**src/rtl/mdr_request_arbiter_pkg.sv**
```systemverilog
// Shared definitions for the mdr_request_arbiter block.
//   arb_state_t : arbiter FSM states
//   OPC_*       : datapath opcodes (OPC_NOP is never a legal request)
//   CeilLog2    : index width helper, never returns less than 1
package mdr_request_arbiter_pkg;

    typedef enum logic [2:0] {
        IDLE,
        GRANT,
        START,
        WAIT,
        ABORT,
        RESP
    } arb_state_t;

    localparam logic [1:0] OPC_DIV  = 2'b00;
    localparam logic [1:0] OPC_SQRT = 2'b01;
    localparam logic [1:0] OPC_MULT = 2'b10;
    localparam logic [1:0] OPC_NOP  = 2'b11;

    function automatic int unsigned CeilLog2(input int unsigned value);
        int unsigned result;
        result = 0;
        for (int unsigned i = 0; i < 32; i++) begin
            if ((64'(1) << i) < 64'(value)) begin
                result = i + 1;
            end
        end
        return (result == 0) ? 1 : result;
    endfunction

endpackage

```
**src/rtl/mdr_request_arbiter_rr_priority_encoder.sv**
```systemverilog
// Combinational round-robin search.
//   req     : pending request vector
//   pointer : index of the last granted requester
//   winner  : first set req bit at or after pointer+1, wrapping modulo N_REQ
//   valid   : at least one request pending
module mdr_request_arbiter_rr_priority_encoder
    import mdr_request_arbiter_pkg::*;
#(
    parameter int unsigned N_REQ = 4,
    parameter int unsigned IDX_W = CeilLog2(N_REQ)
) (
    input  logic [N_REQ-1:0] req,
    input  logic [IDX_W-1:0] pointer,
    output logic [IDX_W-1:0] winner,
    output logic             valid
);

    int unsigned      pos;
    logic [IDX_W-1:0] idx;

    always_comb begin
        winner = '0;
        valid  = 1'b0;
        pos    = 0;
        idx    = '0;
        for (int unsigned off = 1; off <= N_REQ; off++) begin
            pos = (32'(pointer) + off) % N_REQ;
            idx = IDX_W'(pos);
            if (!valid && req[idx]) begin
                valid  = 1'b1;
                winner = idx;
            end
        end
    end

endmodule

```
**src/rtl/mdr_request_arbiter.sv**
```systemverilog
// Shares one multiply/divide/sqrt datapath between N_REQ requesters.
//   req/req_opc/req_x/req_y : per-requester request, opcode and operands
//   gnt, resp_valid         : one-hot single-cycle grant and response strobes
//   resp_result/remainder   : response payload, held until the next response
//   resp_error              : timeout or illegal opcode, qualifies resp_valid
//   dp_*                    : datapath start/abort, latched opcode/operands, completion
//   busy                    : high whenever the FSM is not idle
module mdr_request_arbiter
    import mdr_request_arbiter_pkg::*;
#(
    parameter int unsigned WORD_LENGHT    = 4,
    parameter int unsigned N_REQ          = 4,
    parameter int unsigned TIMEOUT_CYCLES = 32
) (
    input  logic                       clk,
    input  logic                       rst,
    input  logic [N_REQ-1:0]           req,
    input  logic [2*N_REQ-1:0]         req_opc,
    input  logic [WORD_LENGHT*N_REQ-1:0] req_x,
    input  logic [WORD_LENGHT*N_REQ-1:0] req_y,
    output logic [N_REQ-1:0]           gnt,
    output logic [N_REQ-1:0]           resp_valid,
    output logic [2*WORD_LENGHT-1:0]   resp_result,
    output logic [WORD_LENGHT-1:0]     resp_remainder,
    output logic                       resp_error,
    output logic                       dp_start,
    output logic                       dp_sync_rst,
    output logic [1:0]                 dp_opc,
    output logic [WORD_LENGHT-1:0]     dp_x,
    output logic [WORD_LENGHT-1:0]     dp_y,
    input  logic                       dp_ready,
    input  logic [2*WORD_LENGHT-1:0]   dp_result,
    input  logic [WORD_LENGHT-1:0]     dp_remainder,
    output logic                       busy
);

    localparam int unsigned IDX_W = CeilLog2(N_REQ);
    localparam int unsigned CNT_W = CeilLog2(TIMEOUT_CYCLES);
    // Abort is taken when the incremented count would reach TIMEOUT_CYCLES-1,
    // which places dp_sync_rst exactly TIMEOUT_CYCLES cycles after dp_start.
    localparam logic [CNT_W-1:0] CNT_LAST = CNT_W'(TIMEOUT_CYCLES - 2);

    arb_state_t                 state_q, state_d;
    logic [IDX_W-1:0]           winner_q, winner_d;
    logic [IDX_W-1:0]           pointer_q, pointer_d;
    logic [1:0]                 opc_q, opc_d;
    logic [WORD_LENGHT-1:0]     x_q, x_d;
    logic [WORD_LENGHT-1:0]     y_q, y_d;
    logic [CNT_W-1:0]           cnt_q, cnt_d;
    logic [2*WORD_LENGHT-1:0]   result_q, result_d;
    logic [WORD_LENGHT-1:0]     rem_q, rem_d;
    logic                       err_q, err_d;

    logic [IDX_W-1:0]           arb_winner;
    logic                       arb_valid;

    mdr_request_arbiter_rr_priority_encoder #(
        .N_REQ (N_REQ),
        .IDX_W (IDX_W)
    ) u_rr_priority_encoder (
        .req     (req),
        .pointer (pointer_q),
        .winner  (arb_winner),
        .valid   (arb_valid)
    );

    always_comb begin
        state_d     = state_q;
        winner_d    = winner_q;
        pointer_d   = pointer_q;
        opc_d       = opc_q;
        x_d         = x_q;
        y_d         = y_q;
        cnt_d       = cnt_q;
        result_d    = result_q;
        rem_d       = rem_q;
        err_d       = err_q;
        gnt         = '0;
        resp_valid  = '0;
        dp_start    = 1'b0;
        dp_sync_rst = 1'b0;

        unique case (state_q)
            IDLE: begin
                if (arb_valid) begin
                    winner_d = arb_winner;
                    opc_d    = req_opc[2*arb_winner +: 2];
                    x_d      = req_x[WORD_LENGHT*arb_winner +: WORD_LENGHT];
                    y_d      = req_y[WORD_LENGHT*arb_winner +: WORD_LENGHT];
                    state_d  = GRANT;
                end
            end
            GRANT: begin
                gnt[winner_q] = 1'b1;
                if (opc_q == OPC_NOP) begin
                    result_d = '0;
                    rem_d    = '0;
                    err_d    = 1'b1;
                    state_d  = RESP;
                end else begin
                    state_d  = START;
                end
            end
            START: begin
                dp_start = 1'b1;
                cnt_d    = '0;
                state_d  = WAIT;
            end
            WAIT: begin
                // A completion on the terminal-count cycle still wins over abort.
                if (dp_ready) begin
                    result_d = dp_result;
                    rem_d    = (opc_q == OPC_MULT) ? '0 : dp_remainder;
                    err_d    = 1'b0;
                    state_d  = RESP;
                end else if (cnt_q == CNT_LAST) begin
                    state_d  = ABORT;
                end else begin
                    cnt_d    = cnt_q + 1'b1;
                end
            end
            ABORT: begin
                dp_sync_rst = 1'b1;
                result_d    = '0;
                rem_d       = '0;
                err_d       = 1'b1;
                state_d     = RESP;
            end
            RESP: begin
                resp_valid[winner_q] = 1'b1;
                pointer_d            = winner_q;
                state_d              = IDLE;
            end
            default: begin
                state_d = IDLE;
            end
        endcase
    end

    always_ff @(posedge clk or negedge rst) begin
        if (!rst) begin
            state_q   <= IDLE;
            winner_q  <= '0;
            pointer_q <= IDX_W'(N_REQ - 1);
            opc_q     <= '0;
            x_q       <= '0;
            y_q       <= '0;
            cnt_q     <= '0;
            result_q  <= '0;
            rem_q     <= '0;
            err_q     <= 1'b0;
        end else begin
            state_q   <= state_d;
            winner_q  <= winner_d;
            pointer_q <= pointer_d;
            opc_q     <= opc_d;
            x_q       <= x_d;
            y_q       <= y_d;
            cnt_q     <= cnt_d;
            result_q  <= result_d;
            rem_q     <= rem_d;
            err_q     <= err_d;
        end
    end

    assign dp_opc         = opc_q;
    assign dp_x           = x_q;
    assign dp_y           = y_q;
    assign resp_result    = result_q;
    assign resp_remainder = rem_q;
    assign resp_error     = err_q;
    assign busy           = (state_q != IDLE);

endmodule

```
**config.mk**
```make
export PLATFORM = sky130hd
export DESIGN_NAME = mdr_request_arbiter
export DESIGN_NICKNAME = d
export VERILOG_FILES = /design/src/rtl/mdr_request_arbiter_pkg.sv /design/src/rtl/mdr_request_arbiter_rr_priority_encoder.sv /design/src/rtl/mdr_request_arbiter.sv
export SDC_FILE = /design/constraint.sdc
export NUM_CORES = 1
export LEC_CHECK = 0
export ABC_AREA = 1
export BUFFER_PORTS_ARGS = -buffer_cell sky130_fd_sc_hd__buf_2
export CORE_MARGIN = 5
export CORE_UTILIZATION = 53
export CTS_BUF_LIST = sky130_fd_sc_hd__clkbuf_4
export DETAILED_ROUTE_END_ITERATION = 8
export PLACE_DENSITY = 0.87
export SLEW_MARGIN = 20
export SYNTH_ARGS = -nofsm -noshare
export SYNTH_HDL_FRONTEND = slang
export SYNTH_SLANG_ARGS = --single-unit
```
**constraint.sdc**
```tcl
create_clock -name clk -period 3.2 [get_ports clk]
set_input_delay 0.8 -clock clk [delete_from_list [all_inputs] [get_ports clk]]
set_output_delay 0.8 -clock clk [all_outputs]
set_load 0.02 [all_outputs]
```
Word level (Yosys, flattened, before mapping)
Cells that the tools add are included.

$add $sub $neg: 5. Shift operators: 3. Muxes and demuxes: 40. Reduce and logical (&&, ||, !) cells: 15. Equal/unequal tests: 14. Magnitude comparators: 6.

Operator list (number): indexed part select 16 x 5 -> 4 bit (2); one-hot mux 8 bit (3 select lines) (1); 2-to-1 mux 4 bit (5); 2-to-1 mux 8 bit (2); less-than comparator 2 x 3 -> 1 bit (second input constant) (5); one-hot mux 3 bit (5 select lines) (1); 2-to-1 mux 1 bit (13); 2-to-1 mux 3 bit (4); one-hot mux 4 bit (3 select lines) (1); 2-to-1 mux 5 bit (2); inequality test 2 bit (second input constant) (5); one-hot mux 5 bit (2 select lines) (1); binary-select mux 1 bit (select 2 bit) (4); 2-to-1 mux 2 bit (4); indexed part select 8 x 4 -> 2 bit (1); equality test 3 x 2 -> 1 bit (second input constant) (2); equality test 3 bit (second input constant) (2); AND reduction 3 bit (2); nonzero test 3 bit (2); adder 5 x 1 -> 5 bit (second input constant) (1); equality test 5 bit (second input constant) (1); adder 2 x 1 -> 2 bit (second input constant) (2); adder 2 bit (second input constant) (2); equality test 2 bit (second input constant) (2); 10 further kinds (16).

Input bits: 59. Output and inout bits: 34. Register bits: 35. Logic and storage cells: 93.

Logic depth before layout (Yosys ltp)
Gate-level depths: netlist (run 1).

Word-level depth: 15. Mapped depth: 16. Gate-level depth less buffers: 14.

Cells and area by module
Synthesis (run 1) repeated with hierarchy kept, for this count alone.

Cell total of the unflattened synthesis: 326. Area, all modules: 2182.1 um^2.

Modules (own cells, without submodules): mdr_request_arbiter (instances 1, area an instance 1910.6 um^2, cells an instance 274, seq. area each 878.3 um^2); mdr_request_arbiter_rr_priority_encoder (instances 1, area an instance 271.5 um^2, cells an instance 52, seq. area each 0.0 um^2).

Worst setup path before layout (run 1)
Ideal clock, no wire load.

Path kind: register to output. Start point: reg state_q[0]. End point: out gnt[0]. Buffers on the path: 0. Required time: 2.400 ns. Slack: 1.160 ns. Arrival: 1.240 ns. Stages on the path, launching flop included: 5. Path through: dfrtp_1 -> inv_1 -> nor3_1 -> inv_1 -> nor3_1.

Cells in the longest elaborated chain, start to end: 2.

RTL lines: start, declared (RTL line mdr_request_arbiter.sv:43) `arb_state_t state_q, state_d;`; start signal, assigned (RTL line mdr_request_arbiter.sv:153) `state_q <= state_d;`; equality test 3 x 1 -> 1 bit (RTL line mdr_request_arbiter.sv:83) `unique case (state_q)`; 2-to-1 mux 4 bit (RTL line mdr_request_arbiter.sv:83); end, declared (RTL line mdr_request_arbiter.sv:21) `output logic [N_REQ-1:0] gnt,`.

No other way between the ends.

Worst setup path in the final report (run 1)
Start point: reg pointer_q[0]. End point: reg opc_q[1] (netlist: dp_opc[1]).

Cells in the longest elaborated chain, start to end: 14. Elaborated cells between the ends (all ways): 28. Classes of those cells: add/sub: 4; shift: 1; mux: 16; reduce/logical: 7.

RTL lines: start, declared (RTL line mdr_request_arbiter.sv:45) `logic [IDX_W-1:0] pointer_q, pointer_d;`; start signal, assigned (RTL line mdr_request_arbiter.sv:144) `pointer_q <= IDX_W'(N_REQ - 1);`; start signal, assigned (RTL line mdr_request_arbiter.sv:155) `pointer_q <= pointer_d;`; adder 2 x 1 -> 2 bit (RTL line mdr_request_arbiter_rr_priority_encoder.sv:27) `pos = (32'(pointer) + off) % N_REQ;`; binary-select mux 1 bit (select 2 bit) (RTL line mdr_request_arbiter_rr_priority_encoder.sv:29) `if (!valid && req[idx]) begin`; 2-to-1 mux 1 bit (implied by the code) (RTL line mdr_request_arbiter_rr_priority_encoder.sv:29); 2-to-1 mux 1 bit (RTL line mdr_request_arbiter_rr_priority_encoder.sv:29); logical NOT 1 bit (RTL line mdr_request_arbiter_rr_priority_encoder.sv:29); logical AND 1 bit (RTL line mdr_request_arbiter_rr_priority_encoder.sv:29); 2-to-1 mux 1 bit (RTL line mdr_request_arbiter_rr_priority_encoder.sv:29); logical NOT 1 bit (RTL line mdr_request_arbiter_rr_priority_encoder.sv:29); logical AND 1 bit (RTL line mdr_request_arbiter_rr_priority_encoder.sv:29); 2-to-1 mux 1 bit (RTL line mdr_request_arbiter_rr_priority_encoder.sv:29); logical NOT 1 bit (RTL line mdr_request_arbiter_rr_priority_encoder.sv:29); logical AND 1 bit (RTL line mdr_request_arbiter_rr_priority_encoder.sv:29); 2-to-1 mux 2 bit / 2-to-1 mux 1 bit (equally long branches) (RTL line mdr_request_arbiter_rr_priority_encoder.sv:29); indexed part select 8 x 4 -> 2 bit / AND reduction 2 bit (equally long branches); end signal, assigned (RTL line mdr_request_arbiter.sv:156) `opc_q <= opc_d;`; end, declared (RTL line mdr_request_arbiter.sv:46) `logic [1:0] opc_q, opc_d;`.

Several ways; a longest one is shown, not always the timed one. The select of a mux whose other input is x is not followed. A chain may end at the register's enable or synchronous reset.

==> results of run 1 <==
-- layer usage --
| metal | wire length, µm | vias to the layer above |
|---|---|---|
| li1 | - | 1180 |
| met1 | 2370 | 1041 |
| met2 | 2760 | 85 |
| met3 | 392 | 10 |
| met4 | 98 | 0 |
| met5 | 0 | - |
-- cell usage after synthesis, drive strengths merged --
master,count,area [µm²]
dfstp,2,52.6
clkbuf,2,7.51
a21oi,4,20.0
nor4,1,6.26
a32o,4,40.0
o211ai,4,30.0
ha,2,25.0
and3,1,6.26
nor3b,1,7.51
inv,53,201
nor3,8,40.0
a22o,8,70.1
xor2,1,8.76
a31oi,1,6.26
o21ai,9,45.0
nand2,97,374
dfrtp,33,826
o22ai,1,6.26
buf,8,58.8
nand4,14,87.6
or2,4,25.0
nand3,31,165
nor2,18,82.6
-- cell families (layout without fill, tap and decap cells) --
| family | count (synthesis) | after routing | share of synthesized area [%] |
|---|---|---|---|
| AND/OR/NAND/NOR | 175 | 175 | 36.2 |
| buffers and inverters | 63 | 155 | 12.2 |
| flip-flops | 35 | 35 | 40.1 |
| AO/OA/AOI/OAI | 31 | 31 | 9.93 |
| adder cells (fa/ha/maj) | 2 | 2 | 1.14 |
| XOR/XNOR | 1 | 1 | 0.400 |
-- layout make-up --
class | count | share of cell area (%)
clock buffers | 6 | 1.66
repair buffers | 94 | 17.5
inverters | 53 | 7.40
multi-input cells | 209 | 38.4
clock inverters | 2 | 0.460
flip-flops and latches | 35 | 32.3
well taps | 50 | 2.30
-- worst paths after layout --
| kind | from | to | slack (ps) | cells after the start |
|---|---|---|---|---|
| worst max-delay path | pointer_q[0]$_DFFE_PN1N_ | dp_opc[1]$_DFFE_PN0P_ | 700 | 12 |
| worst min-delay path | resp_remainder[1]$_DFFE_PN0P_ | resp_remainder[1]$_DFFE_PN0P_ | 500 | 1 |
| worst max register to register | pointer_q[0]$_DFFE_PN1N_ | dp_opc[1]$_DFFE_PN0P_ | 700 | 12 |
| worst min register to register | resp_remainder[1]$_DFFE_PN0P_ | resp_remainder[1]$_DFFE_PN0P_ | 500 | 1 |
| max in group asynchronous | rst | state_q[1]$_DFFE_PN0P_ | 2200 | 1 |
| min in group asynchronous | rst | cnt_q[3]$_DFFE_PN0P_ | 520 | 1 |
-- sequential cells by signal (all words and copies together), names as in the netlist --
name and flops:
dp_y 4, dp_x 4, resp_result 8, pointer_q 2, state_q 3, cnt_q 5
winner_q 2, resp_error 1, resp_remainder 4, dp_opc 2
-- power breakdown --
part	switching, W	internal [W]	leakage [nW]
Combinational	0.00123	0.000626	1.15
Clock	0.000150	0.0000933	0.0317
Sequential	0.000165	0.000652	0.444
Total	0.00154	0.00137	1.62
-- per-stage QoR --
stage	cells	setup WS (ps)	total power [W]	instance area, µm²
2_1_floorplan	307	1160	0.00225	2190
3_3_place_gp	441	595	0.00262	2660
3_5_place_dp	441	541	0.00267	2660
4_1_cts	449	708	0.00292	2720
5_1_grt	449	472	0.00320	2720
6_report	449	701	0.00291	2720
-- worst reg2reg max path, stage by stage, from the launching register on --
cell and delay (ps):
dfstp_2 670, inv_4 90, nand2_1 70, nand2_1 70, nand2_1 80, nand2_1 70, nand2_1 80, nand2_1 70
nand2_2 190, nand3_2 430, or2_1 380, nand3_1 90, nand3_1 90
==> metrics.txt, run 1 <==
Min Hold Slack=497 ps; CP delay by family, top=simple AND/OR/NAND/NOR gates; Tmin final=2500 ps; crit path cell chain=inv_4 -> nand2_1 -> nand2_1 -> nand2_1 -> nand2_1 -> nand2_1 -> nand2_1 -> nand2_2 -> nand3_2 -> or2_1 -> nand3_1 -> nand3_1; Longest Clk Path Bufs=2; H-tree levels=2; I/O pin cnt=93; Layout Utilization=68.0%; global route overflow=0; WL per Instance=12.5 µm; power per standard cell area=1070 nW/µm²; Via-to-Cell Ratio=5.16; Sink Count=35; antenna-violating nets left=0; Port Buf Inserts=92; Finish-stage setup viols=0; Fin Setup TNS=0 ps; Storage cell area=878 µm²; Buf/Inv on CP=1; DP HPWL=4390 µm; gpl congestion=0.878; met3 Use GR=3.78%; crit end category=register; Worst Max-Slew Pin Slew=813 ps; most common cell after layout, fill and taps aside=nand2_1; Slew Viols, Final=0; VDD IR max=775 µV; Seq cells post-synth=35; Worst Skew=5.33 ps; MaxCap Viol Count=0; largest net degree at the start of global routing=36; total iterations of the first detailed-routing run=4; fillers=354; synthesized area=2190 µm²; Die Wd=74.3 µm; cts bufs inserted=5; Clock transition at path regs=110 ps; Clock Latency Late Sink=330 ps; slowest library cell on the worst path=dfstp_2; Leak Pwr=1.62 nW; DRT iter0 DRCs=97; WP data arrival=2710 ps; busiest layer in global routing=met2; Cells after Synth=307; nets@finish=459; unrepaired setup endpoints after global routing=false; grt met2 use=36.5%; ANT cells=0; DIE AREA=5520 µm²; area of the core=4000 µm²; first-pass GRT wire length=9200 µm; syn_nets=368; vias in the first global route=2,163; postcts setup bufs=0; synth unique cells=30; Total GRT Usage=21.0%; Worst path max stage delay=670 ps; DRC=0; CP Class=reg2reg; status=finished clean; FMAX=400 MHz; final WL=5620 µm; layout cells sized above 1=29.6%; Final Hold Fails=0; CTS tree=yes; Hold WC Path Type=reg2reg; met1 usage=26.0%; clk root buf=clkbuf_4; # rows=23; Slew headroom=45.6%; Mean Syn Cell Area=7.14 µm²; Startpoint Class=register; area delta synth->final=24.1%; hold buffer count at cts=0; CP max FO=29; most frequent cells in the layout=93 x nand2_1, 92 x buf_2, 49 x inv_1; Die Y=74.3 µm; starting density of the core=54.8%; initial antenna violation count=0; sequential area share after synthesis=40.1%; Resized cells post-CTS=0; via count=2,316; most numerous cell on the critical path=nand2_1; Critical Path RT=3410 ps; period utilization=78.1%; area of the multi-input gates=1050 µm²; Ys Warns=0
No activity file was read; power rests on OpenSTA's default activity.
==> inputs of run 2 (changes only) <==
- ABC_AREA: 1 -> 0
- CORE_UTILIZATION: 53 -> 49
- PLACE_DENSITY: 0.87 -> 0.83
- clock period: 3.2 -> 2.3 ns (I/O delays scaled with it)
==> run 2 against run 1 <==
Effect of this change: total power grew 10%; combinational power shrank 10%; flip-flop and latch count did not move; via count is 17% lower; utilization is 2.6 points lower; area after synthesis fell by 6.0%; wire length fell by 9.5%; sequential share of layout area increased by 1.0 points; clock skew rose by 6.4 ps; non-clock buffer count up 2; global-route usage shrank 2.6 points; clock power grew 82%; largest cell class unchanged.
==> metrics.txt, run 2 <==
status=finished clean (unchanged); unrepaired setup endpoints after global routing=false (unchanged); H-tree levels=2 (unchanged); Critical Path RT=1730 ps (was 3410 ps); cts bufs inserted=5 (unchanged); antenna-violating nets left=0 (unchanged); Longest Clk Path Bufs=2 (unchanged); Ys Warns=0 (unchanged); Setup crit start=state_q[0]$_DFFE_PN0P_ (was pointer_q[0]$_DFFE_PN1N_); synthesized area=2060 µm² (was 2190 µm²); I/O pin cnt=93 (unchanged); Finish-stage setup viols=0 (unchanged); area of the multi-input gates=1070 µm² (was 1050 µm²); DP HPWL=3930 µm (was 4390 µm); final WL=5080 µm (was 5620 µm); Storage cell area=878 µm² (unchanged); initial antenna violation count=0 (unchanged); CP max FO=8 (was 29); Clock transition at path regs=110 ps (about the same); Total GRT Usage=18.4% (was 21.0%); synth unique cells=40 (was 30); Min Hold Slack=295 ps (was 497 ps); max FFs per register=8 (unchanged); Fin Setup TNS=0 ps (unchanged); most common cell after layout, fill and taps aside=buf_2 (was nand2_1); Critical Path End=resp_valid[0] (was dp_opc[1]$_DFFE_PN0P_); commonest cells in the netlist=33 x dfrtp_1, 19 x nand2_1, 14 x o21ai_1 (was 93 x nand2_1, 49 x inv_1, 33 x dfrtp_1); gpl congestion=0.797 (was 0.878); Sw Ratio=43.9% (was 52.9%); ys async rst share=100% (unchanged); Sink Count=35 (unchanged); first-pass GRT wire length=7960 µm (was 9200 µm); top post-synthesis cells by area=dfrtp_1 40%, o211ai_2 5.5%, a22o_1 5.1%, mux2i_1 4.9%, and4_1 4.7% (was dfrtp_1 38%, nand2_1 16%, inv_1 8.4%, nand3_1 6.6%, nand4_1 4.0%); top cell type's share of synthesized area=40.1% (was 37.7%); DIE AREA=5600 µm² (was 5520 µm²); Hold WC Path Type=in2async (was reg2reg); area delta synth->final=27.9% (was 24.1%); Reg2Reg Setup Slack=390 ps (was 700 ps); ys flop type=dfrtp_1 (unchanged); clock power share=13.8% (was 8.3%); DRT iter0 DRCs=122 (was 97); syn_nets=272 (was 368); MaxCap Viol Count=0 (unchanged); Reg2Reg Launch Point=pointer_q[0]$_DFFE_PN1N_ (unchanged); postcts setup bufs=0 (unchanged); WL per Instance=14.4 µm (was 12.5 µm); area of the core=4030 µm² (was 4000 µm²); Worst Skew=11.7 ps (was 5.33 ps); power per standard cell area=1220 nW/µm² (was 1070 nW/µm²); Logic pwr share=51.8% (was 63.6%); Startpoint Class=register (unchanged); FMAX=467 MHz; CTS tree=yes (unchanged); Die Y=74.9 µm (was 74.3 µm); Seq cells post-synth=35 (unchanged); DRC=0 (unchanged); largest net degree at the start of global routing=36 (unchanged); # rows=23 (unchanged); Slew headroom=48.8% (was 45.6%); fillers=346 (was 354); WP data arrival=1570 ps (was 2710 ps); Worst Max-Slew Pin Slew=767 ps (was 813 ps); EDFF count, synth=0 (unchanged); period utilization=93.1%; sequential share of power=34.4% (was 28.0%); Tmin final=2140 ps; Die Wd=74.9 µm (was 74.3 µm); top-count cell post-synth=dfrtp_1 (was nand2_1); VDD IR max=514 µV (was 775 µV); Leak Pwr=1.41 nW (was 1.62 nW); Port Buf Inserts=92 (unchanged); total iterations of the first detailed-routing run=4 (unchanged); sequential area share after synthesis=42.6% (was 40.1%); crit end category=output pin (was register); via count=1,918 (was 2,316); most frequent cells in the layout=92 x buf_2, 33 x dfrtp_1, 19 x nand2_1 (was 93 x nand2_1, 92 x buf_2, 49 x inv_1); Clock Latency Late Sink=340 ps (was 330 ps); Final Hold Fails=0 (unchanged); layout cells sized above 1=40.9% (was 29.6%); Slew Viols, Final=0 (unchanged); internal power=0.00180 W (was 0.00137 W); Synth area leader=dfrtp_1 (unchanged); FF-to-FF End=dp_x[3]$_DFFE_PN0P_ (was dp_opc[1]$_DFFE_PN0P_); Cells after Synth=211 (was 307); Sw Pwr=0.00141 W (was 0.00154 W); Via-to-Cell Ratio=5.43 (was 5.16); clk root buf=clkbuf_4 (unchanged); ANT cells=0 (unchanged); Mean Syn Cell Area=9.77 µm² (was 7.14 µm²); nets@finish=363 (was 459); starting density of the core=51.1% (was 54.8%); global route overflow=0 (unchanged); FF-to-FF path depth=5 (was 12); CP Class=reg2out (was reg2reg); vias in the first global route=1,732 (was 2,163)
run 2: worst max-delay path: stages, from the launching register on:
cell and delay [ps]:
dfrtp_1 490, nor2b_1 220, nand2_1 180, nor3_1 160, buf_2 190
run 2: how the worst min path moves through the flow:
stage,endpoint,slack [ps]
final,cnt_q[4]$_DFFE_PN0P_,290
after global routing,dp_opc[0]$_DFFE_PN0P_,350
after CTS,dp_x[3]$_DFFE_PN0P_,310
after detailed placement,dp_x[0]$_DFFE_PN0P_,480
after global placement,dp_x[0]$_DFFE_PN0P_,470
after floorplan,cnt_q[0]$_DFFE_PN0P_,280
run 2: kinds of logic (layout without fill, tap and decap cells):
group / Yosys count / after routing / synth area share (%)
AOI/OAI and AO/OA: 62 / 62 / 22.7
buffers and inverters: 26 / 118 / 5.53
muxes: 12 / 12 / 5.95
DFF: 35 / 35 / 42.6
and+or+nand+nor: 71 / 71 / 20.7
adders and majority gates: 2 / 2 / 1.21
xor gates and xnor gates: 3 / 3 / 1.28
run 2: area by class of cell:
| class | instances | share of cell area [%] |
|---|---|---|
| multi-input cells | 150 | 40.6 |
| flip-flops and latches | 35 | 33.3 |
| repair buffers | 96 | 18.6 |
| well taps | 50 | 2.37 |
| inverters | 14 | 1.99 |
| clock inverters | 3 | 1.66 |
| clock buffers | 5 | 1.42 |
run 2: repair_timing:
action / CTS / global route
hold buffers: 0 / 0
endpoints found under the setup margin: 0 / 3
gates resized for setup: 0 / 1
run 2: routing by layer:
layer | vias to the layer above | part of all wire [%] | track usage [%] | wire length, µm
li1 | 946 | - | - | -
met1 | 904 | 44 | 24.3 | 2230
met2 | 64 | 48 | 30.4 | 2420
met3 | 4 | 7.8 | 4.14 | 398
met4 | 0 | 0.61 | 5.34 | 31
met5 | - | 0 | 0 | 0
run 2: stage by stage:
stage	setup slack (ps)	std cells	cell area (µm²)	total power (W)	utilization, %
finish	159	353	2640	0.00321	65.4
floorplan	459	211	2060	0.00230	-
global placement	309	345	2550	0.00274	63.4
detailed placement	243	345	2550	0.00279	63.4
CTS	119	353	2630	0.00324	65.4
global route	25.6	353	2640	0.00344	65.4
run 2: power by group through the flow:
stage	combinational, W	clock (W)	sequential (W)
after floorplan	0.00102	0	0.00128
after global placement	0.00164	0	0.00110
after detailed placement	0.00167	0	0.00111
after CTS	0.00168	0.000454	0.00110
after global routing	0.00182	0.000477	0.00114
final	0.00166	0.000442	0.00110
==> inputs of run 3 (changes only) <==
- BUFFER_PORTS_ARGS: -buffer_cell sky130_fd_sc_hd__buf_2 -> -buffer_cell sky130_fd_sc_hd__clkbuf_2
- SETUP_SLACK_MARGIN: default -> 0.15
==> run 3 against run 2 <==
Effect of this change: combinational power increased by 5%; register-to-register slack about the same; utilization increased by 1.8 points; first-iteration DRC count decreased by 21%; clock power increased by 24%; setup slack improved by 110 ps; non-clock buffer count increased by 4; sequential power about the same; die area unchanged; wire length increased by 3.8%; clock-buffer cell count unchanged; largest power group unchanged.
==> metrics.txt, run 3 (synthesized netlist as in run 2, its figures left out) <==
fillers=342 (was 346); power per standard cell area=1260 nW/µm² (was 1220 nW/µm²); antenna-violating nets left=0 (unchanged); Die Y=74.9 µm (unchanged); H-tree levels=2 (unchanged); Buf/Inv on CP=2 (was 1); Fin Setup TNS=0 ps (unchanged); CTS tree=yes (unchanged); Worst Max-Slew Pin Slew=863 ps (was 767 ps); Slew Viols, Final=0 (unchanged); DP HPWL=4000 µm (was 3930 µm); Startpoint Class=register (unchanged); Clock transition at path regs=120 ps (was 110 ps); DRT iter0 DRCs=96 (was 122); FMAX=493 MHz (was 467 MHz); status=finished clean (unchanged); Critical Path RT=1730 ps (about the same); clk root buf=clkbuf_4 (unchanged); ANT cells=0 (unchanged); max FFs per register=8 (unchanged); via count=1,918 (unchanged); Total GRT Usage=19.0% (was 18.4%); DIE AREA=5600 µm² (unchanged); nets@finish=367 (was 363); gpl congestion=0.809 (was 0.797); Port Buf Inserts=92 (unchanged); period utilization=88.2% (was 93.1%); initial antenna violation count=0 (unchanged); layout cells sized above 1=43.6% (was 40.9%); unrepaired setup endpoints after global routing=false (unchanged); Worst path max stage delay=470 ps (was 490 ps); global route overflow=0 (unchanged); total iterations of the first detailed-routing run=4 (unchanged); Final Hold Fails=0 (unchanged); Tmin final=2030 ps (was 2140 ps); Via-to-Cell Ratio=5.37 (was 5.43); crit end category=output pin (unchanged); starting density of the core=51.1% (unchanged); hold buffer count at cts=0 (unchanged); WP data arrival=1450 ps (was 1570 ps); CP max FO=4 (was 8); DRC=0 (unchanged); CP delay by family, top=flip-flops (was simple AND/OR/NAND/NOR gates); Sink Count=35 (unchanged); Worst Skew=11.3 ps (was 11.7 ps); Die Wd=74.9 µm (unchanged); slowest library cell on the worst path=dfrtp_2 (was dfrtp_1); Finish-stage setup viols=0 (unchanged); Longest Clk Path Bufs=2 (unchanged); Clock Latency Late Sink=340 ps (about the same); crit path cell chain=buf_4 -> or3_4 -> clkbuf_2 (was nor2b_1 -> nand2_1 -> nor3_1 -> buf_2); final WL=5280 µm (was 5080 µm); cts bufs inserted=5 (unchanged); most common cell after layout, fill and taps aside=clkbuf_2 (was buf_2); Hold WC Path Type=in2async (unchanged); WL per Instance=14.8 µm (was 14.4 µm); largest net degree at the start of global routing=36 (unchanged); Min Hold Slack=334 ps (was 295 ps); CP Class=reg2out (unchanged); MaxCap Viol Count=0 (unchanged); first-pass GRT wire length=8210 µm (was 7960 µm); most frequent cells in the layout=92 x clkbuf_2, 30 x dfrtp_1, 18 x nand2_1 (was 92 x buf_2, 33 x dfrtp_1, 19 x nand2_1); area of the core=4030 µm² (unchanged); # rows=23 (unchanged); VDD IR max=524 µV (was 514 µV); vias in the first global route=1,755 (was 1,732); I/O pin cnt=93 (unchanged); area delta synth->final=31.5% (was 27.9%); Slew headroom=42.5% (was 48.8%); Leak Pwr=1.44 nW (was 1.41 nW)
-- run 3: cell types whose count changed in the layout (fill, tap and decap cells not counted), moves of 3 or more --
cell and delta:
buf_4 +4, clkbuf_2 +92, buf_2 -92, dfrtp_1 -3, dfrtp_2 +3
-- run 3: timing repair --
action                     4_1_cts  5_1_grt
setup buffers                    0        4
setup endpoints to repair        2        8
gates resized for setup          2        6
-- run 3: stage by stage --
stage / cell area, µm² / total power, W / instances / util (%) / setup slack [ps]
6_report: 2710 / 0.00341 / 357 / 67.2 / 272
5_1_grt: 2710 / 0.00364 / 357 / 67.2 / 189
4_1_cts: 2660 / 0.00336 / 353 / 66.1 / 138
3_5_place_dp: 2550 / 0.00279 / 345 / 63.4 / 272
3_3_place_gp: 2550 / 0.00274 / 345 / 63.4 / 314
2_1_floorplan: 2060 / 0.00230 / 211 / - / 459
-- run 3: worst paths after layout --
check                                               from                         end  slack, ps  depth (start not counted)
min in group clk                            dp_result[6]  resp_result[6]$_DFFE_PN0P_        450                          2
worst min register to register       dp_x[0]$_DFFE_PN0P_         dp_x[0]$_DFFE_PN0P_        510                          2
worst max-delay path              state_q[2]$_DFFE_PN0P_                        busy        270                          3
worst max register to register  pointer_q[0]$_DFFE_PN1N_         dp_x[3]$_DFFE_PN0P_        400                          5
worst min-delay path                                 rst      state_q[1]$_DFFE_PN0P_        330                          1
max in group asynchronous                            rst      state_q[2]$_DFFE_PN0P_       1380                          1
-- run 3: cell type report --
class                           count  area [µm²]  share of cell area [%]
Clock buffer                        5        37.5                    1.39
Inverter                           14        52.6                    1.94
Clock inverter                      3        67.6                    2.49
Timing Repair Buffer              100         520                    19.2
Tap cell                           50        62.6                    2.31
Sequential cell                    35         882                    32.6
Multi-Input combinational cell    150        1090                    40.1
-- run 3: power by group --
group / total, W / leakage, nW / switching [W] / internal (W)
registers: 0.00112 / 0.440 / 0.000230 / 0.000886
logic: 0.00174 / 0.944 / 0.00101 / 0.000734
clock network: 0.000550 / 0.0514 / 0.000212 / 0.000338
-- run 3: per-layer routing --
metal | GRT usage [%] | share of wire [%] | vias up
met4 | 7.51 | 1.6 | 0
li1 | - | - | 964
met3 | 3.34 | 7.6 | 9
met1 | 25.4 | 42 | 875
met5 | 0 | 0 | -
met2 | 30.8 | 49 | 70
